==> config.mk <==
export PLATFORM = sky130hd
export DESIGN_NAME = apb_cmd_sequencer_flat
export DESIGN_NICKNAME = d
export VERILOG_FILES = /design/src/rtl/apb_cmd_sequencer_if.sv /design/src/rtl/apb_cmd_sequencer.sv /design/src/flat_wrapper.sv
export SDC_FILE = /design/constraint.sdc
export NUM_CORES = 1
export LEC_CHECK = 0
export ABC_CLOCK_PERIOD_IN_PS = 5000
export BUFFER_PORTS_ARGS = -buffer_cell sky130_fd_sc_hd__buf_2
export CORE_MARGIN = 4
export CORE_UTILIZATION = 45
export CTS_CLUSTER_DIAMETER = 80
export DETAILED_ROUTE_END_ITERATION = 8
export GPL_TIMING_DRIVEN = 0
export PLACE_DENSITY = 0.73
export SYNTH_ARGS = -nofsm -noshare
export SYNTH_HDL_FRONTEND = slang
export SYNTH_SLANG_ARGS = --single-unit
==> constraint.sdc <==
create_clock -name pclk -period 5 [get_ports pclk]
set_clock_uncertainty 0.15 [all_clocks]
set_input_delay 0.25 -clock pclk [delete_from_list [all_inputs] [get_ports pclk]]
set_output_delay 0.25 -clock pclk [all_outputs]
set_load 0.1 [all_outputs]
==> src/rtl/apb_cmd_sequencer_if.sv <==
// apb_cmd_sequencer_if
// Groups the host request/response handshake and the APB master bus of the
// command sequencer into one bundle.
//   master : sequencer view (drives req_ready, rsp_*, PSEL/PENABLE/PWRITE/PWDATA)
//   slave  : environment view (host plus APB slave; drives req_*, PRDATA, PREADY)
interface apb_cmd_sequencer_if;
    logic        req_valid;
    logic        req_ready;
    logic        req_write;
    logic        req_poll;
    logic [31:0] req_wdata;
    logic        rsp_valid;
    logic [31:0] rsp_rdata;
    logic [1:0]  rsp_code;
    logic        PSEL;
    logic        PENABLE;
    logic        PWRITE;
    logic [31:0] PWDATA;
    logic [31:0] PRDATA;
    logic        PREADY;

    modport master (
        input  req_valid, req_write, req_poll, req_wdata, PRDATA, PREADY,
        output req_ready, rsp_valid, rsp_rdata, rsp_code,
               PSEL, PENABLE, PWRITE, PWDATA
    );

    modport slave (
        output req_valid, req_write, req_poll, req_wdata, PRDATA, PREADY,
        input  req_ready, rsp_valid, rsp_rdata, rsp_code,
               PSEL, PENABLE, PWRITE, PWDATA
    );
endinterface

==> src/rtl/apb_cmd_sequencer.sv <==
// apb_cmd_sequencer
// APB master that performs one host request at a time: a write to the slave's
// command register or a read of its status register, optionally followed by
// status polling until DONE_BIT is set. PREADY wait states are bounded by a
// timeout.
//   pclk : clock, rising edge
//   rst  : synchronous active-high reset
//   bus  : apb_cmd_sequencer_if.master (host handshake + APB master signals)
//
// state       | meaning
// ------------+---------------------------------------------------
// IDLE        | waiting for a host request, req_ready high
// SETUP       | APB setup phase of the requested transfer
// ACCESS      | APB access phase, waiting for PREADY
// POLL_SETUP  | setup phase of a status read while polling
// POLL_ACCESS | access phase of a status read while polling
// RESP        | one-cycle response pulse to the host
module apb_cmd_sequencer #(
    parameter int TIMEOUT_CYCLES = 16,
    parameter int POLL_LIMIT     = 8,
    parameter int DONE_BIT       = 31
) (
    input  logic                 pclk,
    input  logic                 rst,
    apb_cmd_sequencer_if.master  bus
);

    localparam int WW = (TIMEOUT_CYCLES > 1) ? $clog2(TIMEOUT_CYCLES) : 1;
    localparam int RW = $clog2(POLL_LIMIT + 1);
    localparam logic [WW-1:0] WAIT_INIT = WW'(TIMEOUT_CYCLES - 1);
    localparam logic [RW-1:0] RD_LAST   = RW'(POLL_LIMIT - 1);

    localparam logic [1:0] CODE_OK      = 2'b00;
    localparam logic [1:0] CODE_TIMEOUT = 2'b01;
    localparam logic [1:0] CODE_POLL    = 2'b10;

    typedef enum logic [2:0] {
        S_IDLE,
        S_SETUP,
        S_ACCESS,
        S_POLL_SETUP,
        S_POLL_ACCESS,
        S_RESP
    } state_t;

    state_t        state, state_nxt;
    logic          wr_q, poll_q;
    logic [31:0]   wdata_q, rdata_q;
    logic [31:0]   rsp_rdata_q;
    logic [1:0]    rsp_code_q;
    logic [WW-1:0] wait_cnt;
    logic [RW-1:0] rd_cnt;

    logic          accept, wait_load, wait_dec, rd_inc, capture, rsp_load;
    logic [1:0]    code_nxt;
    logic          psel, penable, pwrite;

    always_comb begin
        state_nxt = state;
        accept    = 1'b0;
        wait_load = 1'b0;
        wait_dec  = 1'b0;
        rd_inc    = 1'b0;
        capture   = 1'b0;
        rsp_load  = 1'b0;
        code_nxt  = CODE_OK;
        psel      = 1'b0;
        penable   = 1'b0;
        pwrite    = 1'b0;
        case (state)
            S_IDLE: begin
                if (bus.req_valid) begin
                    accept    = 1'b1;
                    wait_load = 1'b1;
                    state_nxt = S_SETUP;
                end
            end
            S_SETUP: begin
                psel      = 1'b1;
                pwrite    = wr_q;
                state_nxt = S_ACCESS;
            end
            S_ACCESS: begin
                psel    = 1'b1;
                penable = 1'b1;
                pwrite  = wr_q;
                if (bus.PREADY) begin
                    capture = !wr_q;
                    if (wr_q && poll_q) begin
                        wait_load = 1'b1;
                        state_nxt = S_POLL_SETUP;
                    end else begin
                        rsp_load  = 1'b1;
                        state_nxt = S_RESP;
                    end
                end else if (wait_cnt == '0) begin
                    rsp_load  = 1'b1;
                    code_nxt  = CODE_TIMEOUT;
                    state_nxt = S_RESP;
                end else begin
                    wait_dec = 1'b1;
                end
            end
            S_POLL_SETUP: begin
                psel      = 1'b1;
                state_nxt = S_POLL_ACCESS;
            end
            S_POLL_ACCESS: begin
                psel    = 1'b1;
                penable = 1'b1;
                if (bus.PREADY) begin
                    capture = 1'b1;
                    rd_inc  = 1'b1;
                    if (bus.PRDATA[DONE_BIT]) begin
                        rsp_load  = 1'b1;
                        state_nxt = S_RESP;
                    end else if (rd_cnt == RD_LAST) begin
                        rsp_load  = 1'b1;
                        code_nxt  = CODE_POLL;
                        state_nxt = S_RESP;
                    end else begin
                        wait_load = 1'b1;
                        state_nxt = S_POLL_SETUP;
                    end
                end else if (wait_cnt == '0) begin
                    rsp_load  = 1'b1;
                    code_nxt  = CODE_TIMEOUT;
                    state_nxt = S_RESP;
                end else begin
                    wait_dec = 1'b1;
                end
            end
            S_RESP: begin
                state_nxt = S_IDLE;
            end
            default: begin
                state_nxt = S_IDLE;
            end
        endcase
    end

    // The wait timer is a down-counter loaded on entry to each setup phase;
    // reaching zero with PREADY still low marks the last allowed wait cycle.
    always_ff @(posedge pclk) begin
        if (rst) begin
            state       <= S_IDLE;
            wr_q        <= 1'b0;
            poll_q      <= 1'b0;
            wdata_q     <= '0;
            rdata_q     <= '0;
            rsp_rdata_q <= '0;
            rsp_code_q  <= CODE_OK;
            wait_cnt    <= '0;
            rd_cnt      <= '0;
        end else begin
            state <= state_nxt;
            if (accept) begin
                wr_q    <= bus.req_write;
                poll_q  <= bus.req_write & bus.req_poll;
                wdata_q <= bus.req_wdata;
                rdata_q <= '0;
                rd_cnt  <= '0;
            end
            if (wait_load) begin
                wait_cnt <= WAIT_INIT;
            end else if (wait_dec) begin
                wait_cnt <= wait_cnt - 1'b1;
            end
            if (rd_inc) begin
                rd_cnt <= rd_cnt + 1'b1;
            end
            if (capture) begin
                rdata_q <= bus.PRDATA;
            end
            // Response fields update only on the way into RESP so they hold
            // between responses; the completing read's data bypasses rdata_q.
            if (rsp_load) begin
                rsp_rdata_q <= capture ? bus.PRDATA : rdata_q;
                rsp_code_q  <= code_nxt;
            end
        end
    end

    assign bus.req_ready = (state == S_IDLE) && !rst;
    assign bus.rsp_valid = (state == S_RESP);
    assign bus.rsp_rdata = rsp_rdata_q;
    assign bus.rsp_code  = rsp_code_q;
    assign bus.PSEL      = psel;
    assign bus.PENABLE   = penable;
    assign bus.PWRITE    = pwrite;
    assign bus.PWDATA    = wdata_q;

endmodule

==> src/flat_wrapper.sv <==
// flat-port wrapper written by rule: the top's interface ports become plain ports
module apb_cmd_sequencer_flat 
#(
    parameter int TIMEOUT_CYCLES = 16,
    parameter int POLL_LIMIT     = 8,
    parameter int DONE_BIT       = 31
)
  (pclk, rst, bus_req_valid, bus_req_write, bus_req_poll, bus_req_wdata, bus_PRDATA, bus_PREADY, bus_req_ready, bus_rsp_valid, bus_rsp_rdata, bus_rsp_code, bus_PSEL, bus_PENABLE, bus_PWRITE, bus_PWDATA);
  apb_cmd_sequencer_if bus_i ();
  input  logic pclk;
  input  logic rst;
  input wire logic [$bits(bus_i.req_valid)-1:0] bus_req_valid;
  input wire logic [$bits(bus_i.req_write)-1:0] bus_req_write;
  input wire logic [$bits(bus_i.req_poll)-1:0] bus_req_poll;
  input wire logic [$bits(bus_i.req_wdata)-1:0] bus_req_wdata;
  input wire logic [$bits(bus_i.PRDATA)-1:0] bus_PRDATA;
  input wire logic [$bits(bus_i.PREADY)-1:0] bus_PREADY;
  output wire logic [$bits(bus_i.req_ready)-1:0] bus_req_ready;
  output wire logic [$bits(bus_i.rsp_valid)-1:0] bus_rsp_valid;
  output wire logic [$bits(bus_i.rsp_rdata)-1:0] bus_rsp_rdata;
  output wire logic [$bits(bus_i.rsp_code)-1:0] bus_rsp_code;
  output wire logic [$bits(bus_i.PSEL)-1:0] bus_PSEL;
  output wire logic [$bits(bus_i.PENABLE)-1:0] bus_PENABLE;
  output wire logic [$bits(bus_i.PWRITE)-1:0] bus_PWRITE;
  output wire logic [$bits(bus_i.PWDATA)-1:0] bus_PWDATA;
  assign bus_i.req_valid = bus_req_valid;
  assign bus_i.req_write = bus_req_write;
  assign bus_i.req_poll = bus_req_poll;
  assign bus_i.req_wdata = bus_req_wdata;
  assign bus_i.PRDATA = bus_PRDATA;
  assign bus_i.PREADY = bus_PREADY;
  assign bus_req_ready = bus_i.req_ready;
  assign bus_rsp_valid = bus_i.rsp_valid;
  assign bus_rsp_rdata = bus_i.rsp_rdata;
  assign bus_rsp_code = bus_i.rsp_code;
  assign bus_PSEL = bus_i.PSEL;
  assign bus_PENABLE = bus_i.PENABLE;
  assign bus_PWRITE = bus_i.PWRITE;
  assign bus_PWDATA = bus_i.PWDATA;
  apb_cmd_sequencer #(.TIMEOUT_CYCLES(TIMEOUT_CYCLES), .POLL_LIMIT(POLL_LIMIT), .DONE_BIT(DONE_BIT)) u_core (.pclk(pclk), .rst(rst), .bus(bus_i));
endmodule
# Yosys cells after proc, flatten, opt, wreduce, memory -nomap -nowiden
# Index checks and enable logic that the tools add are counted.
[totals]
regBits = 111
out_inout_bits = 71
wordCells = 77
[classes]
n_addsub = 2
n_eq_ne = 7
mux = 46
n_bitwise = 1
n_reduce_logical = 12
[ops]
columns = ["cell", "count"]
rows = [
  ["2-to-1 mux 32 bit", 3],
  ["2-to-1 mux 1 bit", 23],
  ["2-to-1 mux 3 bit", 7],
  ["2-to-1 mux 4 bit", 4],
  ["case mux 3 bit (5 select lines)", 1],
  ["2-to-1 mux 2 bit", 4],
  ["== test 3 x 2 -> 1 bit (second input constant)", 2],
  ["== test 3 bit (second input constant)", 2],
  ["nonzero test 2 bit", 3],
  ["adder 4 x 1 -> 4 bit (second input constant)", 1],
  ["== test 4 x 3 -> 1 bit (second input constant)", 1],
  ["logical NOT 4 bit", 1],
  ["case mux 1 bit (2 select lines)", 2],
  ["case mux 2 bit (2 select lines)", 1],
  ["OR reduction 2 bit", 2],
  ["OR reduction 4 bit", 1],
  ["subtractor 4 x 1 -> 4 bit (second input constant)", 1],
  ["== test 3 x 1 -> 1 bit (second input constant)", 1],
  ["logical NOT 3 bit", 1],
  ["case mux 1 bit (3 select lines)", 1],
  ["logical AND 1 bit", 2],
  ["logical NOT 1 bit", 2],
  ["inequality test 2 bit (second input constant)", 1],
  ["AND 1 bit", 1],
]

# Logic depth before layout (Yosys ltp)
[depth]
word_depth = 6
ltp_mapped = 9
depth_no_buf = 7

# Worst setup path before layout
# Ideal clock, no wire load.
[synth_path]
kind = "register to output"
start = "register u_core.state[0]"
end = "output port bus_req_ready"
t_arrival_ns = 3.515
t_required_ns = 4.600
setup_slack_ns = 1.085
stages_incl_launch_ff = 3
path_buffers = 1
cell_sequence = "dfxtp_1 > clkbuf_1 > nor4_1"
[synth_between]
elab_chain_len = 2
[synth_lines]
columns = ["element", "line", "source"]
rows = [
  ["start: declaration", "apb_cmd_sequencer.sv:46", "state_t state, state_nxt;"],
  ["start signal: assignment", "apb_cmd_sequencer.sv:156", "state <= state_nxt;"],
  ["logical NOT 3 bit", "apb_cmd_sequencer.sv:184", "assign bus.req_ready = (state == S_IDLE) && !rst;"],
  ["logical AND 1 bit", "apb_cmd_sequencer.sv:184", ""],
  ["end: declaration", "flat_wrapper.sv:18", "output wire logic [$bits(bus_i.req_ready)-1:0] bus_req_ready;"],
]
# No other way between the ends.

# Worst setup path after layout
[layout_path]
start = "register u_core.state[0]"
end = "output port bus_PWRITE"
[layout_between]
elab_chain_len = 3
word_cells_on_any_way = 4
cone_classes = "2 x eq/ne; 1 x mux; 1 x reduce/logical"
[layout_lines]
columns = ["element", "line", "source"]
rows = [
  ["== test 3 x 1 -> 1 bit / == test 3 x 2 -> 1 bit (equally long branches)", "apb_cmd_sequencer.sv:70", "case (state)"],
  ["OR reduction 2 bit (no source line) *", "--", ""],
  ["2-to-1 mux 1 bit *", "apb_cmd_sequencer.sv:70", ""],
  ["end: declaration", "flat_wrapper.sv:24", "output wire logic [$bits(bus_i.PWRITE)-1:0] bus_PWRITE;"],
]
# Mark *: on every way between the ends. The rest lies on a longest branch, timed or not.

==> impl_summary.log <==
INFO  metric cts_buffer_depth = 2
INFO  metric post_cts.resized_instances = 0
INFO  metric slew_headroom = 0.609
INFO  metric crit_family = buffers and inverters
INFO  metric crit_start = u_core.state[0]
INFO  metric cts.sinks = 111
INFO  metric num_io_pins = 141
INFO  metric post-route-min-period = 2530 ps
INFO  metric synth.mux.area_fraction = 0.0786
INFO  metric number_of_nets_in_the_finished_design = 739
INFO  metric drive_above_1_share = 0.268
INFO  metric cp.arrival = 2130 ps
INFO  metric syn_nets = 531
INFO  metric synth_top_family_by_area = simple AND/OR/NAND/NOR gates
INFO  metric fillCellCount = 727
INFO  metric layout_worst_path_cycle_share = 0.506
INFO  metric avg_inst_size_synth = 9.15 um2
INFO  metric die_area = 0.0109 mm2
INFO  metric vias = 3983
INFO  metric synth-seq-cells = 111
INFO  metric die_height = 105 um
INFO  metric drt-wirelength-per-cell = 14.8 um
INFO  metric post_synthesis_adder_cell_area_fraction = 0.00596
INFO  metric synth_edf_count = 0
INFO  metric postLayoutCellArea = 0.00581 mm2
INFO  metric cts.root.buffer_cell = sky130_fd_sc_hd__clkbuf_8
INFO  metric critical_path_class = reg2out
INFO  metric max_cap_viol_count = 0
INFO  metric critPathBufInv = 2
INFO  metric share_of_synthesized_area_occupied_by_flip_flops_and_latches = 0.529
INFO  metric post_synth_xor_area_fraction = 0.00834
INFO  metric post_synth_main_area_contributors = sky130_fd_sc_hd__dfxtp_1 53%, sky130_fd_sc_hd__mux2i_1 7.9%, sky130_fd_sc_hd__nor2_1 7.1%, sky130_fd_sc_hd__nand2_1 6.3%, sky130_fd_sc_hd__a21oi_1 4.8%
INFO  metric multi_input_area = 0.00180 mm2
INFO  metric cts.htree.levels = 3
INFO  metric grt_remaining_overflow = 0
INFO  metric totalWireLength = 11500 um
INFO  metric route.detailed.vias_per_inst = 5.11
INFO  metric antennaDiodeCount = 0
INFO  metric hold_path.class = in2reg
INFO  metric critical_path.cell_chain = clkbuf_1, xnor2_1, nor3b_1, buf_2
INFO  metric finish.cell_count_without_fillers = 779
INFO  metric setup.worst_path.end = bus_PWRITE
INFO  metric drt_pass1_iterations = 5
INFO  metric report.final.hold_viol_count = 0
INFO  metric drc = 0
INFO  metric layout_setup_ws = 2470 ps
INFO  metric slowest_cell_delay_on_critical_path = 510 ps
INFO  metric post-cts-setup-buffer-count = 0
INFO  metric port_buffers = 139
INFO  metric initial_cell_density_of_the_core = 0.473
INFO  metric yosys.cell_count.top_type = sky130_fd_sc_hd__dfxtp_1
INFO  metric simple_gate_portion_of_the_synthesized_area = 0.179
INFO  metric post_synthesis_cell_type_with_the_largest_combined_area = sky130_fd_sc_hd__dfxtp_1
INFO  metric final_max_slew_viol_count = 0
INFO  metric clock_insertion_delay_worst_skew = 370 ps
INFO  metric floorplan.die.width = 105 um
INFO  metric total_power = 2.20 mW
INFO  metric cts_tree = built
INFO  metric first_global_vias = 4082
INFO  metric setup.worst_path.end_class = output port
INFO  metric synth_cell_types = 42
INFO  metric crit-reg2reg-launch = u_core.rd_cnt[0]
INFO  metric worst_ep_required_time = 4600 ps
INFO  metric wire_length_of_the_first_global_routing_pass = 19600 um
INFO  metric grt_antenna_before_repair = 0
INFO  metric placement.setup.worst_slack = 2850 ps
INFO  metric setup_total_negative_slack = 0 ps
INFO  metric placed_cells_incl_taps = 706
INFO  metric r2r_setup_slack = 2810 ps
INFO  metric max_freq = 395 MHz
INFO  metric cp_max_delay_cell = sky130_fd_sc_hd__dfxtp_1
INFO  metric final-seq-area = 0.00222 mm2
INFO  metric netlist_area = 0.00420 mm2
INFO  metric tritoncts.num_buffers = 9
INFO  metric top_usage_layer = met2
INFO  metric grt_usage = 0.216
INFO  metric cell_count_along_the_critical_path = 4
INFO  metric layout-area-overhead-vs-synth = 38.4%
INFO  metric worst-path-max-fanout = 10
INFO  metric globalplace.congestion = 0.833
INFO  metric static-leakage-power = 2.67 nW
INFO  metric hpwlAfterDp = 7790 um
INFO  metric number_of_warning_messages_in_the_yosys_log = 0
INFO  metric grt_max_degree = 20
INFO  metric final-setup-viol-count = 0
INFO  metric synthTopCellsByCount = 111 x sky130_fd_sc_hd__dfxtp_1, 79 x sky130_fd_sc_hd__nor2_1, 71 x sky130_fd_sc_hd__nand2_1
INFO  metric core-area = 0.00889 mm2
INFO  metric ffs_w_async_s_r_synth = 0
INFO  metric status = finished clean
INFO  metric grtUsageMet1 = 0.268
INFO  metric worst_pin_slew = 587 ps
INFO  metric vdd_ir_drop_max = 251 uV
INFO  metric ant_nets = 0
INFO  metric synth_compound_gate_area_share = 0.156
INFO  metric regToRegEndpoint = u_core.bus.rsp_rdata[3]
INFO  metric grt.met3_usage = 0.0691
INFO  metric initialDrtViolationCount = 144
INFO  metric dominantRegCellSynth = sky130_fd_sc_hd__dfxtp_1
INFO  metric rsz0062_at_grt = false
INFO  metric place_area = 0.00503 mm2
INFO  metric clk_pin_slew_worst_paths = 110 ps
INFO  metric netlist_instances = 459
INFO  metric cp_startpoint_kind = flip-flop
INFO  metric power_density = 379 mW/mm2
INFO  metric reg2reg_depth = 7
INFO  metric global_route_met2_usage = 0.361
INFO  metric netlist.area_leader.share = 0.529
INFO  metric floorplan.rows = 34
==> logic make-up (layout without fill, tap and decap cells) <==
kind of cell | count (synthesis) | count (layout)
AO/OA/AOI/OAI | 93 | 93
XOR/XNOR | 4 | 4
adder cells (fa/ha/maj) | 2 | 2
buffers and inverters | 37 | 249
flip-flops | 111 | 111
multiplexers | 33 | 33
AND/OR/NAND/NOR | 179 | 179
==> per-layer routing <==
metal,up-vias,wire [um]
met5,-,0
met4,0,154
met3,16,940
met2,166,5550
met1,1827,4880
li1,1974,-
==> cell type report <==
cell class,count,area share
sequential,111,0.382
multi-input combinational,311,0.309
timing repair buffer,197,0.219
buffer,33,0.0286
tap,108,0.0232
clock buffer,9,0.0213
clock inverter,6,0.0133
inverter,4,0.00258
==> flip-flops by register name, indices dropped and copies added (netlist names) <==
register	count
u_core.wait_cnt	4
u_core.poll_q	1
u_core.state	3
u_core.rdata_q	32
u_core.rd_cnt	4
u_core.bus.PWDATA	32
u_core.bus.rsp_code	2
u_core.wr_q	1
u_core.bus.rsp_rdata	32
==> power by group <==
part           switching [mW]  total, mW  internal [mW]
Combinational           0.517      0.677          0.161
Sequential             0.0327      0.974          0.941
Clock                   0.314      0.552          0.239
Total                   0.863       2.20           1.34
==> layout by cell type (no fill, tap or decap), types with 2 or more instances in the layout <==
master,Yosys,layout
sky130_fd_sc_hd__mux2i_1,33,33
sky130_fd_sc_hd__buf_4,6,6
sky130_fd_sc_hd__clkbuf_1,19,19
sky130_fd_sc_hd__buf_6,2,2
sky130_fd_sc_hd__nor2_1,79,79
sky130_fd_sc_hd__nand2_1,71,71
sky130_fd_sc_hd__nand3_1,5,5
sky130_fd_sc_hd__xnor2_1,2,2
sky130_fd_sc_hd__nor3_1,4,4
sky130_fd_sc_hd__o21ai_0,8,8
sky130_fd_sc_hd__or3_1,2,2
sky130_fd_sc_hd__a211oi_2,10,10
sky130_fd_sc_hd__buf_2,4,143
sky130_fd_sc_hd__clkbuf_8,0,9
sky130_fd_sc_hd__nor4_1,2,2
sky130_fd_sc_hd__dfxtp_1,111,111
sky130_fd_sc_hd__inv_8,0,2
sky130_fd_sc_hd__nand2b_1,7,7
sky130_fd_sc_hd__dlygate4sd3_1,0,58
sky130_fd_sc_hd__ha_1,2,2
sky130_fd_sc_hd__inv_1,4,4
sky130_fd_sc_hd__buf_1,2,2
sky130_fd_sc_hd__a21oi_1,40,40
sky130_fd_sc_hd__a211oi_1,24,24
sky130_fd_sc_hd__xor2_1,2,2
==> worst reg2reg max path: cells and delay by family (launching register included) <==
kind                       cells  cell delay, ps
buffers and inverters          2             350
DFF                            1             350
and+or+nand+nor                1             220
adders and majority gates      1             240
AOI/OAI and AO/OA              3             800
==> worst min-delay path by stage <==
| stage | startpoint | end | slack [ps] | cells past startpoint |
|---|---|---|---|---|
| floorplan | bus_PRDATA[31] | u_core.bus.rsp_code[1] | 220 | 1 |
| global placement | u_core.bus.PWDATA[7] | u_core.bus.PWDATA[7] | 290 | 2 |
| detailed placement | u_core.bus.PWDATA[7] | u_core.bus.PWDATA[7] | 290 | 2 |
| CTS | bus_PRDATA[6] | u_core.rdata_q[6] | 0.7 | 3 |
| global route | bus_PRDATA[13] | u_core.rdata_q[13] | 10 | 3 |
| finish | bus_PRDATA[6] | u_core.rdata_q[6] | 10 | 3 |
==> stage by stage <==
step	util	hold WS (ps)
2_1_floorplan	-	217
5_1_grt	0.654	12.0
4_1_cts	0.654	0.734
3_5_place_dp	0.566	294
3_3_place_gp	0.566	290
6_report	0.654	13.3
==> timing repair <==
item | CTS | global route
endpoints found under the hold margin | 58 | 0
hold buffers | 58 | 0
endpoints found under the setup margin | 0 | 0
Power figures use the tool's default switching activity.
